**config.mk**
```make
export PLATFORM = sky130hd
export DESIGN_NAME = cla_pipe_adder
export DESIGN_NICKNAME = d
export VERILOG_FILES = /design/src/rtl/cla_pipe_adder.sv
export SDC_FILE = /design/constraint.sdc
export NUM_CORES = 1
export LEC_CHECK = 0
export CAP_MARGIN = 20
export CELL_PAD_IN_SITES_DETAIL_PLACEMENT = 0
export CELL_PAD_IN_SITES_GLOBAL_PLACEMENT = 1
export CORE_AREA = 2 2 156 127
export DETAILED_ROUTE_END_ITERATION = 7
export DIE_AREA = 0 0 158 129
export PLACE_DENSITY = 0.77
export REMOVE_ABC_BUFFERS = 1
export SLEW_MARGIN = 20
export SYNTH_ARGS = -nofsm -noshare
export SYNTH_HDL_FRONTEND = slang
export SYNTH_SLANG_ARGS = --single-unit
```
**constraint.sdc**
```tcl
create_clock -name clk -period 2.9 [get_ports clk]
set_input_delay 0.58 -clock clk [delete_from_list [all_inputs] [get_ports clk]]
set_output_delay 0.58 -clock clk [all_outputs]
set_load 0.05 [all_outputs]
```
**src/rtl/cla_pipe_adder.sv**
```systemverilog
// Two-stage pipelined carry-lookahead adder/subtractor with flags.
// Stage 1 forms group P/G, stage 2 resolves carries and the sum.
module cla_pipe_adder #(
  parameter int WIDTH = 32
) (
  input  logic             clk,
  input  logic             clr,
  input  logic             in_valid,
  output logic             in_ready,
  input  logic [WIDTH-1:0] in_a,
  input  logic [WIDTH-1:0] in_b,
  input  logic             in_carry,
  input  logic             in_sub,
  output logic             out_valid,
  input  logic             out_ready,
  output logic [WIDTH-1:0] out_sum,
  output logic             out_carry,
  output logic             out_overflow,
  output logic             out_zero,
  output logic             out_negative
);

  localparam int NG = WIDTH / 4;

  logic             out_adv;
  logic             s1_adv;
  logic             in_fire;

  logic [WIDTH-1:0] b_eff;
  logic             cin_in;
  logic [WIDTH-1:0] p_in;
  logic [WIDTH-1:0] g_in;
  logic [NG-1:0]    gp_in;
  logic [NG-1:0]    gg_in;

  logic             s1_valid;
  logic [WIDTH-1:0] s1_p;
  logic [NG-1:0][2:0] s1_g;
  logic [NG-1:0]    s1_gp;
  logic [NG-1:0]    s1_gg;
  logic             s1_cin;
  logic             s1_a_msb;
  logic             s1_b_msb;

  logic [NG:0]      gc;
  logic             acc;
  logic             prod;
  logic [WIDTH-1:0] cv;
  logic [3:0]       pk;
  logic [2:0]       gk;
  logic             ck;
  logic [WIDTH-1:0] sum;
  logic             ovf;

  assign out_adv  = ~out_valid | out_ready;
  assign s1_adv   = ~s1_valid | out_adv;
  assign in_ready = s1_adv & ~clr;
  assign in_fire  = in_valid & in_ready;

  // Effective operands and per-group propagate/generate.
  always_comb begin
    b_eff  = in_sub ? ~in_b : in_b;
    cin_in = in_sub ? ~in_carry : in_carry;
    p_in   = in_a ^ b_eff;
    g_in   = in_a & b_eff;
    gp_in  = '0;
    gg_in  = '0;
    for (int k = 0; k < NG; k++) begin
      gp_in[k] = &p_in[4*k +: 4];
      gg_in[k] = g_in[4*k+3]
               | (g_in[4*k+2] & p_in[4*k+3])
               | (g_in[4*k+1] & p_in[4*k+3]
                  & p_in[4*k+2])
               | (g_in[4*k]   & p_in[4*k+3]
                  & p_in[4*k+2] & p_in[4*k+1]);
    end
  end

  // Stage-1 register: captures P/G terms on an input transfer.
  always_ff @(posedge clk) begin
    if (clr) begin
      s1_valid <= 1'b0;
      s1_p     <= '0;
      s1_g     <= '0;
      s1_gp    <= '0;
      s1_gg    <= '0;
      s1_cin   <= 1'b0;
      s1_a_msb <= 1'b0;
      s1_b_msb <= 1'b0;
    end else if (s1_adv) begin
      s1_valid <= in_fire;
      if (in_fire) begin
        s1_p     <= p_in;
        for (int k = 0; k < NG; k++)
          s1_g[k] <= g_in[4*k +: 3];
        s1_gp    <= gp_in;
        s1_gg    <= gg_in;
        s1_cin   <= cin_in;
        s1_a_msb <= in_a[WIDTH-1];
        s1_b_msb <= b_eff[WIDTH-1];
      end
    end
  end

  // Flat block lookahead: each group carry is a sum of
  // products of G/P terms, never a chain through c[k].
  always_comb begin
    gc    = '0;
    acc   = 1'b0;
    prod  = 1'b0;
    gc[0] = s1_cin;
    for (int k = 0; k < NG; k++) begin
      acc  = s1_gg[k];
      prod = s1_gp[k];
      for (int j = k - 1; j >= 0; j--) begin
        acc  = acc | (prod & s1_gg[j]);
        prod = prod & s1_gp[j];
      end
      gc[k+1] = acc | (prod & s1_cin);
    end
  end

  // Bit carries inside each group, seeded by its group carry.
  always_comb begin
    cv = '0;
    pk = '0;
    gk = '0;
    ck = 1'b0;
    for (int k = 0; k < NG; k++) begin
      pk = s1_p[4*k +: 4];
      gk = s1_g[k];
      ck = gc[k];
      cv[4*k]   = ck;
      cv[4*k+1] = gk[0] | (pk[0] & ck);
      cv[4*k+2] = gk[1]
                | (pk[1] & gk[0])
                | (pk[1] & pk[0] & ck);
      cv[4*k+3] = gk[2]
                | (pk[2] & gk[1])
                | (pk[2] & pk[1] & gk[0])
                | (pk[2] & pk[1] & pk[0] & ck);
    end
    sum = s1_p ^ cv;
    ovf = (s1_a_msb == s1_b_msb)
        & (sum[WIDTH-1] != s1_a_msb);
  end

  // Output register: loads on advance, holds under stall.
  always_ff @(posedge clk) begin
    if (clr) begin
      out_valid    <= 1'b0;
      out_sum      <= '0;
      out_carry    <= 1'b0;
      out_overflow <= 1'b0;
      out_zero     <= 1'b0;
      out_negative <= 1'b0;
    end else if (out_adv) begin
      out_valid <= s1_valid;
      if (s1_valid) begin
        out_sum      <= sum;
        out_carry    <= gc[NG];
        out_overflow <= ovf;
        out_zero     <= ~|sum;
        out_negative <= sum[WIDTH-1];
      end
    end
  end

endmodule

```
## Yosys cells after proc, flatten, opt, wreduce, memory -nomap -nowiden

Index checks and enable logic that the tools add are counted.

| word-level totals | value |
|---|---|
| memories kept | 0 |
| latch bits | 0 |
| output and inout bits | 38 |
| bits of input ports | 70 |
| word-level logic and storage cells | 342 |
| register bits after elaboration | 113 |
| bits in writable memories | 0 |
| memory bits (read-only) | 0 |

| operators by class | value |
|---|---|
| add/sub/neg operators | 0 |
| magnitude comparators | 0 |
| bitwise gates (word level) | 305 |
| reduce and logical (&&, ||, !) cells | 12 |
| $mul | 0 |
| multiplexer cells | 2 |
| divide/modulo/power cells | 0 |
| shifts and indexed selects | 0 |
| equal/unequal tests | 2 |

Operators with widths:

| cell | number |
|---|---|
| bitwise AND 1 bit | 187 |
| OR 1 bit | 110 |
| XOR 32 bit | 2 |
| bitwise AND 32 bit | 1 |
| two-way mux 32 bit | 1 |
| NOT 32 bit | 1 |
| AND reduction 4 bit | 8 |
| OR reduction 32 bit | 1 |
| NOT 1 bit | 4 |
| AND reduction 2 bit | 2 |
| == test 1 bit | 1 |
| zero test 1 bit | 1 |
| two-way mux 1 bit | 1 |
| != test 1 bit | 1 |

## Depth between registers and ports, before layout

| logic depth | value |
|---|---|
| depth after elaboration | 13 |
| depth in mapped cells | 12 |

## Least setup slack after synthesis

No wires, ideal clock.

| timing path | value |
|---|---|
| path kind | register -> register |
| start point | register out_valid |
| end point | register s1_gg[0] |
| stages on the path, launching flop included | 8 |
| path slack | 325 ps |
| data arrival time | 2489 ps |
| clock period less this slack | 2575 ps |
| buffers on the path | 2 |
| data required time | 2814 ps |
| cells stage by stage | dfxtp_1 > nor2b_1 > a21oi_1 > and2_1 > clkbuf_1 > clkbuf_1 > nor2_1 > a211oi_1 |

| on the way | value |
|---|---|
| cells in the longest elaborated chain, start to end | 6 |

RTL lines:

| item | line | source |
|---|---|---|
| from (decl) | 14 | `output logic out_valid,` |
| from (signal assigned) | 158 | `out_valid <= s1_valid;` |
| NOT 1 bit | 55 | `assign out_adv = ~out_valid \| out_ready;` |
| OR 1 bit | 55 |  |
| OR 1 bit | 56 | `assign s1_adv = ~s1_valid \| out_adv;` |
| bitwise AND 1 bit | 57 | `assign in_ready = s1_adv & ~clr;` |
| via in_ready | 9 | `output logic in_ready,` |
| bitwise AND 1 bit | 58 | `assign in_fire = in_valid & in_ready;` |
| AND reduction 2 bit (no line) | -- |  |
| to (signal assigned) | 97 | `s1_gg <= gg_in;` |
| to (decl) | 40 | `logic [NG-1:0] s1_gg;` |

The timed path passes the listed nets, and every way through them passes these cells.
A chain may end at the register's enable or synchronous reset.

## Worst setup path in the final report

| timing path | value |
|---|---|
| start point | register s1_gp[0] |
| end point | register out_zero |

| on the way | value |
|---|---|
| elaborated cells between the ends (all ways) | 65 |
| those cells by class | 63 x bitwise; 2 x reduce/logical |

RTL lines:

| item | line | source |
|---|---|---|
| from (decl) | 39 | `logic [NG-1:0] s1_gp;` |
| from (signal assigned) | 96 | `s1_gp <= gp_in;` |
| bitwise AND 1 bit | 117 | `prod = prod & s1_gp[j];` |
| bitwise AND 1 bit | 119 | `gc[k+1] = acc \| (prod & s1_cin);` |
| OR 1 bit | 119 |  |
| XOR 32 bit | 143 | `sum = s1_p ^ cv;` |
| via sum[28] | 52 | `logic [WIDTH-1:0] sum;` |
| OR reduction 32 bit | 163 | `out_zero <= ~\|sum;` |
| zero test 1 bit | 163 |  |
| to (signal assigned) | 163 |  |
| to (decl) | 19 | `output logic out_zero,` |

The timed path passes the listed nets, and every way through them passes these cells.

==> insert_results.sql <==
INSERT INTO impl_metrics (metric_group, metric, value, unit) VALUES
('sta', 'setup_viol_count_final', '0', ''),
('clocking', 'clock-root-buffer', 'sky130_fd_sc_hd__clkbuf_16', ''),
('floorplan', 'floorplan.core_area', '18800', 'µm²'),
('drt', 'starting_drt_drc_count', '300', ''),
('synth', 'synth-edff-count', '0', ''),
('clocking', 'tritoncts.num_buffers', '9', ''),
('global_routing', 'track_usage', '16.3', '%'),
('synth', 'main_synth_ff_type', 'sky130_fd_sc_hd__dfxtp_1', ''),
('clocking', 'tritoncts', 'built', ''),
('drt', 'vias', '5292', ''),
('critical_path', 'setup.worst_path.class', 'reg -> reg', ''),
('outcome', 'status', 'finished clean', ''),
('global_routing', 'grt_max_degree', '61', ''),
('placed_design', 'port_buffers', '107', ''),
('synth', 'syn_inst', '731', ''),
('layout', 'finalInstanceArea', '7760', 'µm²'),
('placed_design', 'post_dp_cell_area', '7320', 'µm²'),
('power', 'irDropWorstVdd', '0.257', 'mV'),
('drt', 'detail_route.first_pass.iterations', '5', ''),
('critical_path', 'timing.critical_path.to_type', 'flop', ''),
('power', 'power', '3.89', 'mW'),
('sta', 'finalSetupTns', '0', 'ps'),
('global_routing', 'initial_antenna_violation_count', '0', ''),
('critical_path', 'critical-path-max-stage-delay', '340', 'ps'),
('sta', 'final-hold-violation-count', '0', ''),
('synth', 'ys_seq_elements', '112', ''),
('clocking', 'clock_path_buffers', '2', ''),
('floorplan', 'die_outline_area', '20400', 'µm²'),
('floorplan', 'row_count', '45', ''),
('drt', 'detail_route.vias_per_cell', '4.83', ''),
('flow_run', 'timing.max_cap.violations', '0', ''),
('placed_design', 'detailedPlacementHpwl', '12000', 'µm'),
('global_routing', 'overflow', '0', ''),
('power', 'static-leakage-power', '3.06', 'nW'),
('global_routing', 'grt_pass1_vias', '4994', ''),
('global_routing', 'first_pass_grt_wire_length', '25900', 'µm'),
('sta', 'max_freq', '374', 'MHz'),
('synth', 'yosysSeqAreaShare', '37.9', '%'),
('layout', 'layout.cells.most_common', 'sky130_fd_sc_hd__nand2_1', ''),
('sta', 'hold_slack', '456', 'ps'),
('synth', 'number_of_unique_standard_cell_types_used_by_synthesis', '56', ''),
('drt', 'drc', '0', ''),
('sta', 'setup_skew', '10.6', 'ps'),
('critical_path', 'critical_path.top_delay_family', 'compound AO/OA/AOI/OAI gates', ''),
('power', 'powerDensity', '502', 'nW/µm²'),
('layout', 'final_cell_count_no_fill', '1096', ''),
('floorplan', 'floorplan.initialDensity', '31.5', '%'),
('clocking', 'clock_sinks', '112', ''),
('sta', 'maxSlewHeadroom', '59.7', '%'),
('layout', 'final_cell_mix', 'sky130_fd_sc_hd__nand2_1 (174), sky130_fd_sc_hd__dfxtp_1 (110), sky130_fd_sc_hd__clkdlybuf4s50_1 (104), sky130_fd_sc_hd__nor2_1 (57), sky130_fd_sc_hd__a21oi_1 (55)', ''),
('critical_path', 'critical_path_peak_fanout', '4', ''),
('drt', 'finalWirelength', '16400', 'µm'),
('layout', 'drive_gt1_share', '8.35', '%'),
('critical_path', 'cpMostUsedCell', 'sky130_fd_sc_hd__o21ai_1', ''),
('worst_hold_path', 'hold_wc_path_type', 'reg -> reg', ''),
('sta', 'tightestPinTransition', '598', 'ps'),
('placed_design', 'globalplace.congestion', '0.872', ''),
('clocking', 'cts.clk_slew.worst_paths', '70', 'ps'),
('floorplan', 'ioPinCount', '108', ''),
('layout', 'area_overhead_vs_synth', '31.2', '%'),
('critical_path', 'crit_path_cell_trace', 'a21oi_4, buf_12, o2111ai_2, a21oi_2, o21ai_1, ha_1, nor3_2, nand3_1, nor4_2, o2111ai_1, nor4b_2, nand4_1, o21ai_1', ''),
('sta', 'timing_max_transition_violations_final', '0', ''),
('floorplan', 'die_w', '158', 'µm'),
('critical_path', 'timing.critical_path.arrival', '2970', 'ps'),
('critical_path', 'critical-path-slowest-cell', 'sky130_fd_sc_hd__dfxtp_2', ''),
('synth', 'synthesis.area', '5920', 'µm²'),
('placed_design', 'placed_cells_incl_taps', '1073', ''),
('critical_path', 'worst-endpoint-required', '3200', 'ps'),
('synth', 'synthArstFlopShare', '0', '%'),
('layout', 'number_of_inserted_diodes', '0', ''),
('clocking', 'worstSkewPairLatency', '360', 'ps'),
('synth', 'syn_area_per_cell', '8.09', 'µm²'),
('drt', 'route.detailed.wl_per_inst', '15.0', 'µm'),
('floorplan', 'die_h', '129', 'µm'),
('sta', 'min_period_over_period', '92.2', '%'),
('critical_path', 'startpoint_type', 'flop', ''),
('sta', 'fin_crit', '2670', 'ps'),
('drt', 'route.antenna.remaining_nets', '0', ''),
('layout', 'layout.nets', '943', ''),
('critical_path', 'critPathBufInv', '1', ''),
('clocking', 'h_tree_levels', '3', ''),
('synth', 'synth.yosys.warnings', '0', '');
Yosys cell counts, types with 2 or more instances:
cell / count / area [µm²]
sky130_fd_sc_hd__o21ai_0: 19 / 95.1
sky130_fd_sc_hd__buf_1: 3 / 11.3
sky130_fd_sc_hd__nand2b_1: 3 / 18.8
sky130_fd_sc_hd__o2111ai_1: 7 / 61.3
sky130_fd_sc_hd__nor2b_1: 9 / 56.3
sky130_fd_sc_hd__ha_1: 40 / 500
sky130_fd_sc_hd__nand2_1: 175 / 657
sky130_fd_sc_hd__nor4b_1: 2 / 17.5
sky130_fd_sc_hd__buf_6: 2 / 22.5
sky130_fd_sc_hd__o21bai_1: 2 / 15.0
sky130_fd_sc_hd__dfxtp_1: 112 / 2240
sky130_fd_sc_hd__o31ai_1: 6 / 45.0
sky130_fd_sc_hd__xnor2_1: 13 / 114
sky130_fd_sc_hd__xor2_1: 36 / 315
sky130_fd_sc_hd__nor3_1: 13 / 65.1
sky130_fd_sc_hd__nor2_1: 57 / 214
sky130_fd_sc_hd__or3_2: 3 / 22.5
sky130_fd_sc_hd__nand3_1: 11 / 55.1
sky130_fd_sc_hd__inv_1: 8 / 30.0
sky130_fd_sc_hd__o211ai_1: 3 / 22.5
sky130_fd_sc_hd__o31a_1: 4 / 35.0
sky130_fd_sc_hd__a21boi_0: 2 / 15.0
sky130_fd_sc_hd__a21oi_1: 56 / 280
sky130_fd_sc_hd__o22ai_1: 2 / 12.5
sky130_fd_sc_hd__a31oi_1: 4 / 25.0
sky130_fd_sc_hd__and2_1: 5 / 31.3
sky130_fd_sc_hd__clkbuf_1: 33 / 124
sky130_fd_sc_hd__nand3b_1: 48 / 360
sky130_fd_sc_hd__a211oi_1: 9 / 67.6
sky130_fd_sc_hd__nand4_1: 9 / 56.3
sky130_fd_sc_hd__nor4_1: 3 / 18.8
sky130_fd_sc_hd__o21a_1: 4 / 30.0
sky130_fd_sc_hd__a21o_1: 5 / 37.5
layer usage:
layer  track usage, %  up-vias  routed length, µm
li1                 -     2724                  -
met1             24.1     2433               8670
met2             23.6      122               6620
met3             3.87       13                943
met4             4.35        0                170
met5                0        -                  0
per-stage QoR:
stage | setup WS [ps] | utilization (%)
after floorplan | -582 | -
after global placement | 111 | 38.9
after detailed placement | -36.6 | 38.9
after CTS | 28.4 | 40.6
after global routing | -27.6 | 41.3
final | 226 | 41.3
kinds of logic after synthesis:
logic type	Yosys count	synth area share, %
muxes	1	0.169
adders and majority gates	40	8.46
and+or+nand+nor	341	27.0
buffers and inverters	49	3.51
DFF	112	37.9
AOI/OAI and AO/OA	139	15.7
xor gates and xnor gates	49	7.25
power by group:
| group | switching, mW | internal [mW] | leakage [nW] |
|---|---|---|---|
| sequential | 0.106 | 1.64 | 0.918 |
| clock | 0.600 | 0.610 | 0.135 |
| combinational | 0.516 | 0.419 | 2.01 |
flip-flops by register name, indices dropped and copies added (netlist names), 3 cells and up:
signal and cells:
gk 3, out_sum 32, s1_g 21, s1_gg 8, s1_gp 8, s1_p 32
area by class of cell:
| cell class | instances | area (µm²) |
|---|---|---|
| Fill cell | 1919 | 11000 |
| Multi-Input combinational cell | 570 | 3570 |
| Sequential cell | 112 | 2240 |
| Timing Repair Buffer | 131 | 1310 |
| Tap cell | 258 | 323 |
| Clock buffer | 10 | 239 |
| Clock inverter | 6 | 42.5 |
| Inverter | 9 | 33.8 |
final timing paths:
kind                from          end  slack [ps]  depth (start not counted)
max             s1_gp[0]     out_zero         230                         13
min          out_sum[30]  out_sum[30]         460                          2
max reg2reg     s1_gp[0]     out_zero         230                         13
min reg2reg  out_sum[30]  out_sum[30]         460                          2
worst reg2reg max path, cell delays in order (launching register included):
cell                        delay, ps
sky130_fd_sc_hd__dfxtp_2          340
sky130_fd_sc_hd__a21oi_4          200
sky130_fd_sc_hd__buf_12           140
sky130_fd_sc_hd__o2111ai_2        160
sky130_fd_sc_hd__a21oi_2          190
sky130_fd_sc_hd__o21ai_1          120
sky130_fd_sc_hd__ha_1             330
sky130_fd_sc_hd__nor3_2           110
sky130_fd_sc_hd__nand3_1          110
sky130_fd_sc_hd__nor4_2           260
sky130_fd_sc_hd__o2111ai_1        170
sky130_fd_sc_hd__nor4b_2          240
sky130_fd_sc_hd__nand4_1          100
sky130_fd_sc_hd__o21ai_1          150
what timing repair did:
item                                    in CTS  in global routing
pin swaps                                    1                 10
setup buffers                                4                  3
endpoints found under the setup margin       1                  1
hold buffers                                 0                  0
gates resized for setup                      0                 15
No activity file was read; power rests on OpenSTA's default activity.
